$ cat config.mk
export PLATFORM = sky130hd
export DESIGN_NAME = div_unit
export DESIGN_NICKNAME = d
export VERILOG_FILES = /design/src/rtl/div_unit.sv
export SDC_FILE = /design/constraint.sdc
export NUM_CORES = 1
export LEC_CHECK = 0
export ABC_CLOCK_PERIOD_IN_PS = 5350
export CAP_MARGIN = 20
export CORE_ASPECT_RATIO = 1.2
export CORE_MARGIN = 2
export CORE_UTILIZATION = 45
export CTS_BUF_LIST = sky130_fd_sc_hd__clkbuf_8
export CTS_CLUSTER_DIAMETER = 100
export DETAILED_ROUTE_END_ITERATION = 6
export PLACE_DENSITY = 0.69
export SLEW_MARGIN = 5
export SYNTH_ARGS = -nofsm -noshare
export SYNTH_HDL_FRONTEND = slang
export SYNTH_SLANG_ARGS = --single-unit
export TNS_END_PERCENT = 5
$ cat constraint.sdc
create_clock -name clk -period 5.35 [get_ports clk]
set_clock_uncertainty 0.1 [all_clocks]
set_input_delay 1.07 -clock clk [delete_from_list [all_inputs] [get_ports clk]]
set_output_delay 1.07 -clock clk [all_outputs]
set_load 0.01 [all_outputs]
$ cat src/rtl/div_unit.sv
// Radix-2 restoring divider for RV32M DIV/DIVU/REM/REMU: 34-cycle latency, 1 cycle for special cases.
// busy_o blocks new requests; defining DIV_EARLY_EXIT_EN resolves |dividend| < |divisor| in one cycle.
module div_unit #(
  parameter int WIDTH = 32
) (
  input  logic             clk,
  input  logic             rst_n,
  input  logic             start_i,
  input  logic [1:0]       op_i,
  input  logic [WIDTH-1:0] dividend_i,
  input  logic [WIDTH-1:0] divisor_i,
  input  logic             kill_i,
  output logic             busy_o,
  output logic             valid_o,
  output logic [WIDTH-1:0] result_o
);

  localparam int CW = $clog2(WIDTH);
  localparam logic [WIDTH-1:0] MIN_NEG = {1'b1, {(WIDTH-1){1'b0}}};

  typedef enum logic [1:0] {IDLE, CALC, FIX} state_t;

  state_t           state_q, state_d;
  logic [CW-1:0]    cnt_q, cnt_d;
  logic [WIDTH-1:0] acc_q, acc_d;
  logic [WIDTH-1:0] quo_q, quo_d;
  logic [WIDTH-1:0] dvs_q, dvs_d;
  logic [WIDTH-1:0] result_q, result_d;
  logic             sel_rem_q, sel_rem_d;
  logic             qneg_q, qneg_d;
  logic             rneg_q, rneg_d;
  logic             valid_q, valid_d;

  logic             is_signed, is_rem, a_neg, b_neg;
  logic             div_zero, ovf, early_exit;
  logic [WIDTH-1:0] mag_a, mag_b, q_fix, r_fix;
  logic [WIDTH:0]   shifted, trial;

  assign is_signed = ~op_i[0];
  assign is_rem    = op_i[1];
  assign a_neg     = is_signed & dividend_i[WIDTH-1];
  assign b_neg     = is_signed & divisor_i[WIDTH-1];
  assign mag_a     = a_neg ? -dividend_i : dividend_i;
  assign mag_b     = b_neg ? -divisor_i : divisor_i;
  assign div_zero  = (divisor_i == '0);
  assign ovf       = is_signed & (dividend_i == MIN_NEG) & (divisor_i == '1);

`ifdef DIV_EARLY_EXIT_EN
  assign early_exit = (mag_a < mag_b);
`else
  assign early_exit = 1'b0;
`endif

  // Partial remainder stays below the divisor, so 33 bits hold the trial.
  assign shifted = {acc_q, quo_q[WIDTH-1]};
  assign trial   = shifted - {1'b0, dvs_q};
  assign q_fix   = qneg_q ? -quo_q : quo_q;
  assign r_fix   = rneg_q ? -acc_q : acc_q;

  always_comb begin
    state_d   = state_q;
    cnt_d     = cnt_q;
    acc_d     = acc_q;
    quo_d     = quo_q;
    dvs_d     = dvs_q;
    result_d  = result_q;
    sel_rem_d = sel_rem_q;
    qneg_d    = qneg_q;
    rneg_d    = rneg_q;
    valid_d   = 1'b0;
    case (state_q)
      IDLE: begin
        if (start_i && !kill_i) begin
          sel_rem_d = is_rem;
          qneg_d    = a_neg ^ b_neg;
          rneg_d    = a_neg;
          if (div_zero) begin
            result_d = is_rem ? dividend_i : '1;
            valid_d  = 1'b1;
          end else if (ovf) begin
            result_d = is_rem ? '0 : MIN_NEG;
            valid_d  = 1'b1;
          end else if (early_exit) begin
            result_d = is_rem ? dividend_i : '0;
            valid_d  = 1'b1;
          end else begin
            state_d = CALC;
            cnt_d   = CW'(WIDTH - 1);
            acc_d   = '0;
            quo_d   = mag_a;
            dvs_d   = mag_b;
          end
        end
      end
      CALC: begin
        if (kill_i) begin
          state_d = IDLE;
        end else begin
          acc_d = trial[WIDTH] ? shifted[WIDTH-1:0] : trial[WIDTH-1:0];
          quo_d = {quo_q[WIDTH-2:0], ~trial[WIDTH]};
          if (cnt_q == '0) state_d = FIX;
          else             cnt_d   = cnt_q - 1'b1;
        end
      end
      FIX: begin
        state_d = IDLE;
        if (!kill_i) begin
          result_d = sel_rem_q ? r_fix : q_fix;
          valid_d  = 1'b1;
        end
      end
      default: state_d = IDLE;
    endcase
  end

  always_ff @(posedge clk or negedge rst_n) begin
    if (!rst_n) begin
      state_q   <= IDLE;
      cnt_q     <= '0;
      acc_q     <= '0;
      quo_q     <= '0;
      dvs_q     <= '0;
      result_q  <= '0;
      sel_rem_q <= 1'b0;
      qneg_q    <= 1'b0;
      rneg_q    <= 1'b0;
      valid_q   <= 1'b0;
    end else begin
      state_q   <= state_d;
      cnt_q     <= cnt_d;
      acc_q     <= acc_d;
      quo_q     <= quo_d;
      dvs_q     <= dvs_d;
      result_q  <= result_d;
      sel_rem_q <= sel_rem_d;
      qneg_q    <= qneg_d;
      rneg_q    <= rneg_d;
      valid_q   <= valid_d;
    end
  end

  assign busy_o   = (state_q != IDLE);
  assign valid_o  = valid_q;
  assign result_o = result_q;

endmodule

## Yosys cells after proc, flatten, opt, wreduce, memory -nomap -nowiden

Cells that the tools add are included.

| word-level totals | value |
|---|---|
| register bits after elaboration | 139 |
| bits in latches | 0 |
| RAM bits | 0 |
| bits in read-only memories | 0 |
| output and inout bits | 34 |
| memories | 0 |

| cells by class | value |
|---|---|
| add/sub/neg operators | 6 |
| multipliers | 0 |
| divide/modulo/power cells | 0 |
| magnitude comparators | 0 |
| equal/unequal tests | 12 |
| shift-type cells | 0 |
| multiplexer cells | 40 |
| bitwise operators | 9 |
| reductions and logical operators | 14 |

Operators by type and width:

| kind | count |
|---|---|
| 32-bit 2-to-1 mux | 20 |
| 32-bit case mux with 2 select lines | 3 |
| 32-bit negator | 4 |
| 32-bit == test (second input constant) | 2 |
| 33-bit by 32-bit subtractor with 33-bit output | 1 |
| 32-bit logical NOT | 1 |
| 5-bit 2-to-1 mux | 5 |
| 2-bit != test (second input constant) | 6 |
| 4-bit AND reduction | 3 |
| 2-bit 2-to-1 mux | 5 |
| 5-bit case mux with 2 select lines | 1 |
| 3-bit != test (second input constant) | 2 |
| 6-bit AND reduction | 1 |
| 2-bit nonzero test | 3 |
| 5-bit logical NOT | 1 |
| 5-bit AND reduction | 1 |
| 5-bit by 1-bit subtractor with 5-bit output (second input constant) | 1 |
| 1-bit bitwise AND | 4 |
| 1-bit 2-to-1 mux | 4 |
| 1-bit inverter | 4 |
| 2-bit case mux with 2 select lines | 1 |
| 2-bit by 1-bit == test with 1-bit output (second input constant) | 1 |
| 2-bit == test (second input constant) | 1 |
| 2-bit logical NOT | 1 |
| other kinds (5) | 5 |

## Depth between registers and ports, before layout

| depth | value |
|---|---|
| depth after elaboration | 7 |
| mapped depth | 13 |
| depth with buffers taken out | 12 |

## Least setup slack after synthesis

Ideal clock, no wire load.

| path | value |
|---|---|
| kind | input -> register |
| start point | input port divisor_i[2] |
| end point | register dvs_q[1] |
| setup time | 143 ps |
| arrival | 3233 ps |
| path slack | 1874 ps |
| stages | 11 |
| path buffers | 2 |
| path through | or4_1 nor4_4 nand3_1 nor3b_1 a21o_1 nand2_1 and2_1 clkbuf_1 clkbuf_1 nor2_1 a31oi_1 |

| on the way | value |
|---|---|
| word-level cells in the longest chain between the ends | 4 |

Ends and longest elaborated chain:

| item | RTL line | RTL |
|---|---|---|
| start: declaration | 11 | `input logic [WIDTH-1:0] divisor_i,` |
| 32-bit == test | 46 | `assign ovf = is_signed & (dividend_i == MIN_NEG) & (divisor_i == '1);` |
| 1-bit bitwise AND | 46 |  |
| 1-bit inverter (no line) | -- |  |
| 4-bit AND reduction (no line) (*) | -- |  |
| end signal: assignment | 133 | `dvs_q <= dvs_d;` |
| end: declaration | 27 | `logic [WIDTH-1:0] dvs_q, dvs_d;` |

Every way passes the cells marked *; elsewhere a longest branch is shown, timed or not.
A chain may end at the register's enable or synchronous reset.

## Worst setup path in the final report

| path | value |
|---|---|
| start point | input port dividend_i[28] |
| end point | register acc_q[31] |

| on the way | value |
|---|---|
| word-level cells in the longest chain between the ends | 5 |

Ends and longest elaborated chain:

| item | RTL line | RTL |
|---|---|---|
| start: declaration | 10 | `input logic [WIDTH-1:0] dividend_i,` |
| 32-bit == test | 46 |  |
| 1-bit bitwise AND (2 in a row) | 46 |  |
| 2-bit != test (no line) | -- |  |
| 5-bit AND reduction (no line) | -- |  |
| end signal: assignment | 120 | `acc_q <= '0;` |
| end signal: assignment | 131 | `acc_q <= acc_d;` |
| end: declaration | 25 | `logic [WIDTH-1:0] acc_q, acc_d;` |

No other way between the ends.

==> results by group <==
Run status
  – Status: completed

Synthesis
  – Combinational family with the most area after synthesis: compound AO/OA/AOI/OAI gates
  – Synthesized flop and latch total: between 100 and 150
  – Post-synth top area cell: dfrtp_1
  – Post-synth EDFFs: 0
  – Cell Area, Synth: 0.0107 mm^2
  – Post-synthesis compound-gate area fraction: 24.9%
  – Count leader, synth: nand2_1
  – Post-synthesis adder-cell area fraction: 4.76%
  – Simple-Gate Fraction of Synth Area: between 10% and 20%
  – Mux share of post-synthesis cell area: around 2.5%
  – Syn nets: 1,415
  – Synth Area in XOR/XNOR: about an eighth
  – YS warnings: 0
  – Unique masters post-synth: 75
  – Leading post-synthesis cells by cell area: dfrtp_1, xor2_1, o21ai_1
  – Most used DFF post-synth: dfrtp_1
  – Post-synth top area share: roughly a third
  – Post-Synthesis Cells: 1,305
  – Async S/R FF share, synth: 100%
  – Post-synth top cells: nand2_1, dfrtp_1, o21ai_1
  – Post-synthesis sequential area ratio: between 30% and 40%
  – Syn avg cell area: 8.18 um^2

Die
  – Die Ht: 173 um
  – IO Count: ~100
  – DIE AREA: roughly 0.025 mm^2
  – DIE WIDTH: ~140 um
  – Initial Util: 46.0%
  – Core Footprint: ~0.023 mm^2
  – Row cnt: 61

Clock network
  – H-tree depth: 4
  – # hold bufs at CTS: 0
  – Sink Count: 139
  – TritonCTS Buffers: 17
  – Setup Fix Bufs, Post-CTS: 0
  – Post-CTS Resized: 0
  – CTS root buf: clkbuf_8
  – Clk slew on worst S/H paths: 0.08 ns
  – Latest clock arrival within the worst-skew pair: 0.47 ns
  – Max clock buf depth: 2
  – CTS tree: yes

Layout
  – Post-route cell area: 0.0124 mm^2
  – Fill cells: 2,228
  – Proportion of layout cells with a drive suffix above 1: under 10%
  – Nets@finish: 1,479
  – Finished Layout Cells: approximately 1,700
  – Syn-to-layout area delta: 16.5%
  – Final design utilization: 53.6%
  – N_diodes: 0

Pwr
  – Leak Pwr: 5.22 nW
  – Maximum vdd drop: 0.173 mV
  – Total power: just over 4 mW
  – Combinational share of power: 39.7%
  – Int Power: around 2.5 mW
  – P_sw: ~1.6 mW
  – Sw Share: a little under two fifths
  – Clk pwr share: ~25%
  – Sequential share of power: a little over a third
  – PD cells: 332 mW/mm^2

Timing
  – Setup TNS: 0 ns
  – Worst hold slack: 0.370 ns
  – Worst-margin pin slew: approximately 1.1 ns
  – Slew Limit Headroom: a little over a quarter
  – Final setup fails: 0
  – Final Hold Fails: 0
  – Slew Limit Fails: 0
  – Fmax: 223 MHz
  – Unrepaired setup endpoints after global routing: false
  – Final Cycle Share: 83.8%
  – Final worst slack: 0.866 ns
  – Tmin final: 4.48 ns

Routing
  – DRC Markers: 0
  – Final ANT Viol Nets: 0
  – Via Count: 9,806
  – Pre-antenna DRT Iters: 5
  – Via density: 5.78
  – Routed WL: 28,800 um
  – Initial DRC count: about 800
  – Avg WL per Cell: approximately 17 um

Placed design
  – Final GP Congestion: 0.911
  – Placed cell areas: 0.0120 mm^2
  – Hpwl dp: 21,400 um
  – Dpl cells: between 1,500 and 2,000
  – DP Worst Slack: 0.530 ns
  – PortBufs: between 100 and 150

Min path
  – HP Class: reg2reg

Worst setup path
  – CP Data Required Time: 5.63 ns
  – Critical Path Source Type: primary input
  – Largest fanout on the critical path: 32
  – Crit. End Element: register
  – Critical path class: in2reg
  – Critical Path AT: 4.76 ns

Global route
  – Global Route Usage Sum: 23.7%
  – Largest net degree at the start of global routing: between 100 and 150
  – Initial antenna violation count: 0
  – Vias in the first global route: 9,426
  – Remaining Overflow, GRT: 0
  – First-pass GRT wire length: 47,700 um

Flow run
  – Number of max-cap violations: 0
-- critical path, stage by stage --
cell	delay (ns)
clkdlybuf4s50_1	0.50
nor3_1	0.39
nor3b_1	0.57
nand3_1	0.15
nor4_1	0.70
a21o_1	0.27
nand2_1	0.15
o21ai_4	0.29
buf_12	0.27
buf_12	0.20
a32oi_1	0.06
o21ai_1	0.11
-- layout by cell type, fill, tap and decap left out, types with 4 or more instances in the layout --
master / count
a211oi_1: 13
a21o_1: 26
a21oi_1: 93
a221o_1: 10
a221oi_1: 8
a22o_1: 10
a22oi_1: 5
a311oi_1: 4
a31oi_1: 15
a32oi_1: 7
and2_1: 5
and3_1: 5
buf_4: 10
bufinv_16: 5
clkbuf_8: 20
clkdlybuf4s50_1: 102
dfrtp_1: 139
ha_1: 39
inv_1: 64
mux2i_1: 24
nand2_1: 149
nand2b_1: 22
nand3_1: 19
nand4_1: 10
nor2_1: 75
nor2b_1: 8
nor3_1: 39
nor4_1: 11
o211ai_1: 14
o21a_1: 5
o21ai_0: 34
o21ai_1: 117
o31ai_1: 27
o41ai_1: 6
or3_1: 15
or4_1: 9
xnor2_1: 64
xor2_1: 84
-- state kept, by name (all words and copies together) (netlist names) --
| name | count |
|---|---|
| acc_q | 32 |
| dvs_q | 32 |
| quo_q | 32 |
| result_o | 32 |
| cnt_q | 5 |
| state_q | 2 |
| qneg_q | 1 |
| rneg_q | 1 |
| sel_rem_q | 1 |
| valid_o | 1 |
-- per-layer routing --
layer / share of wire [%] / up-vias / track usage, %
li1: - / 4815 / -
met1: 45 / 4653 / 32.4
met2: 47 / 288 / 37.9
met3: 5.6 / 50 / 4.18
met4: 2.5 / 0 / 8.13
met5: 0 / - / 0
-- cells by family after synthesis --
family                   after synthesis
AO/OA/AOI/OAI                        422
AND/OR/NAND/NOR                      394
XOR/XNOR                             149
flip-flops                           139
buffers and inverters                135
adder cells (fa/ha/maj)               40
multiplexers                          26
-- final timing paths --
kind,from,endpoint,slack [ns],cells after the start
worst max-delay path,dividend_i[28],acc_q[31],0.87,12
worst min-delay path,result_o[15],result_o[15],0.37,2
worst max register to register,quo_q[31],acc_q[28],1.47,13
worst min register to register,result_o[15],result_o[15],0.37,2
max in group asynchronous,rst_n,acc_q[9],3.46,2
min in group asynchronous,rst_n,dvs_q[5],0.62,1
-- power groups by stage --
stage                     logic, mW  registers [mW]  clock network (mW)
after floorplan                1.24            1.40                   0
after global placement         1.59            1.48                   0
after detailed placement       1.62            1.48                   0
after CTS                      1.64            1.46                1.03
after global routing           1.84            1.50                1.07
final                          1.64            1.47                1.02
-- cell type report --
cell class	count	area (um^2)	area share, %
Multi-Input combinational cell	1031	6700	53.8
Sequential cell	139	3480	28.0
Timing Repair Buffer	116	1160	9.32
Tap cell	315	394	3.17
Clock buffer	20	275	2.21
Inverter	64	240	1.93
Clock inverter	12	194	1.56
No activity file was read; power rests on OpenSTA's default activity.
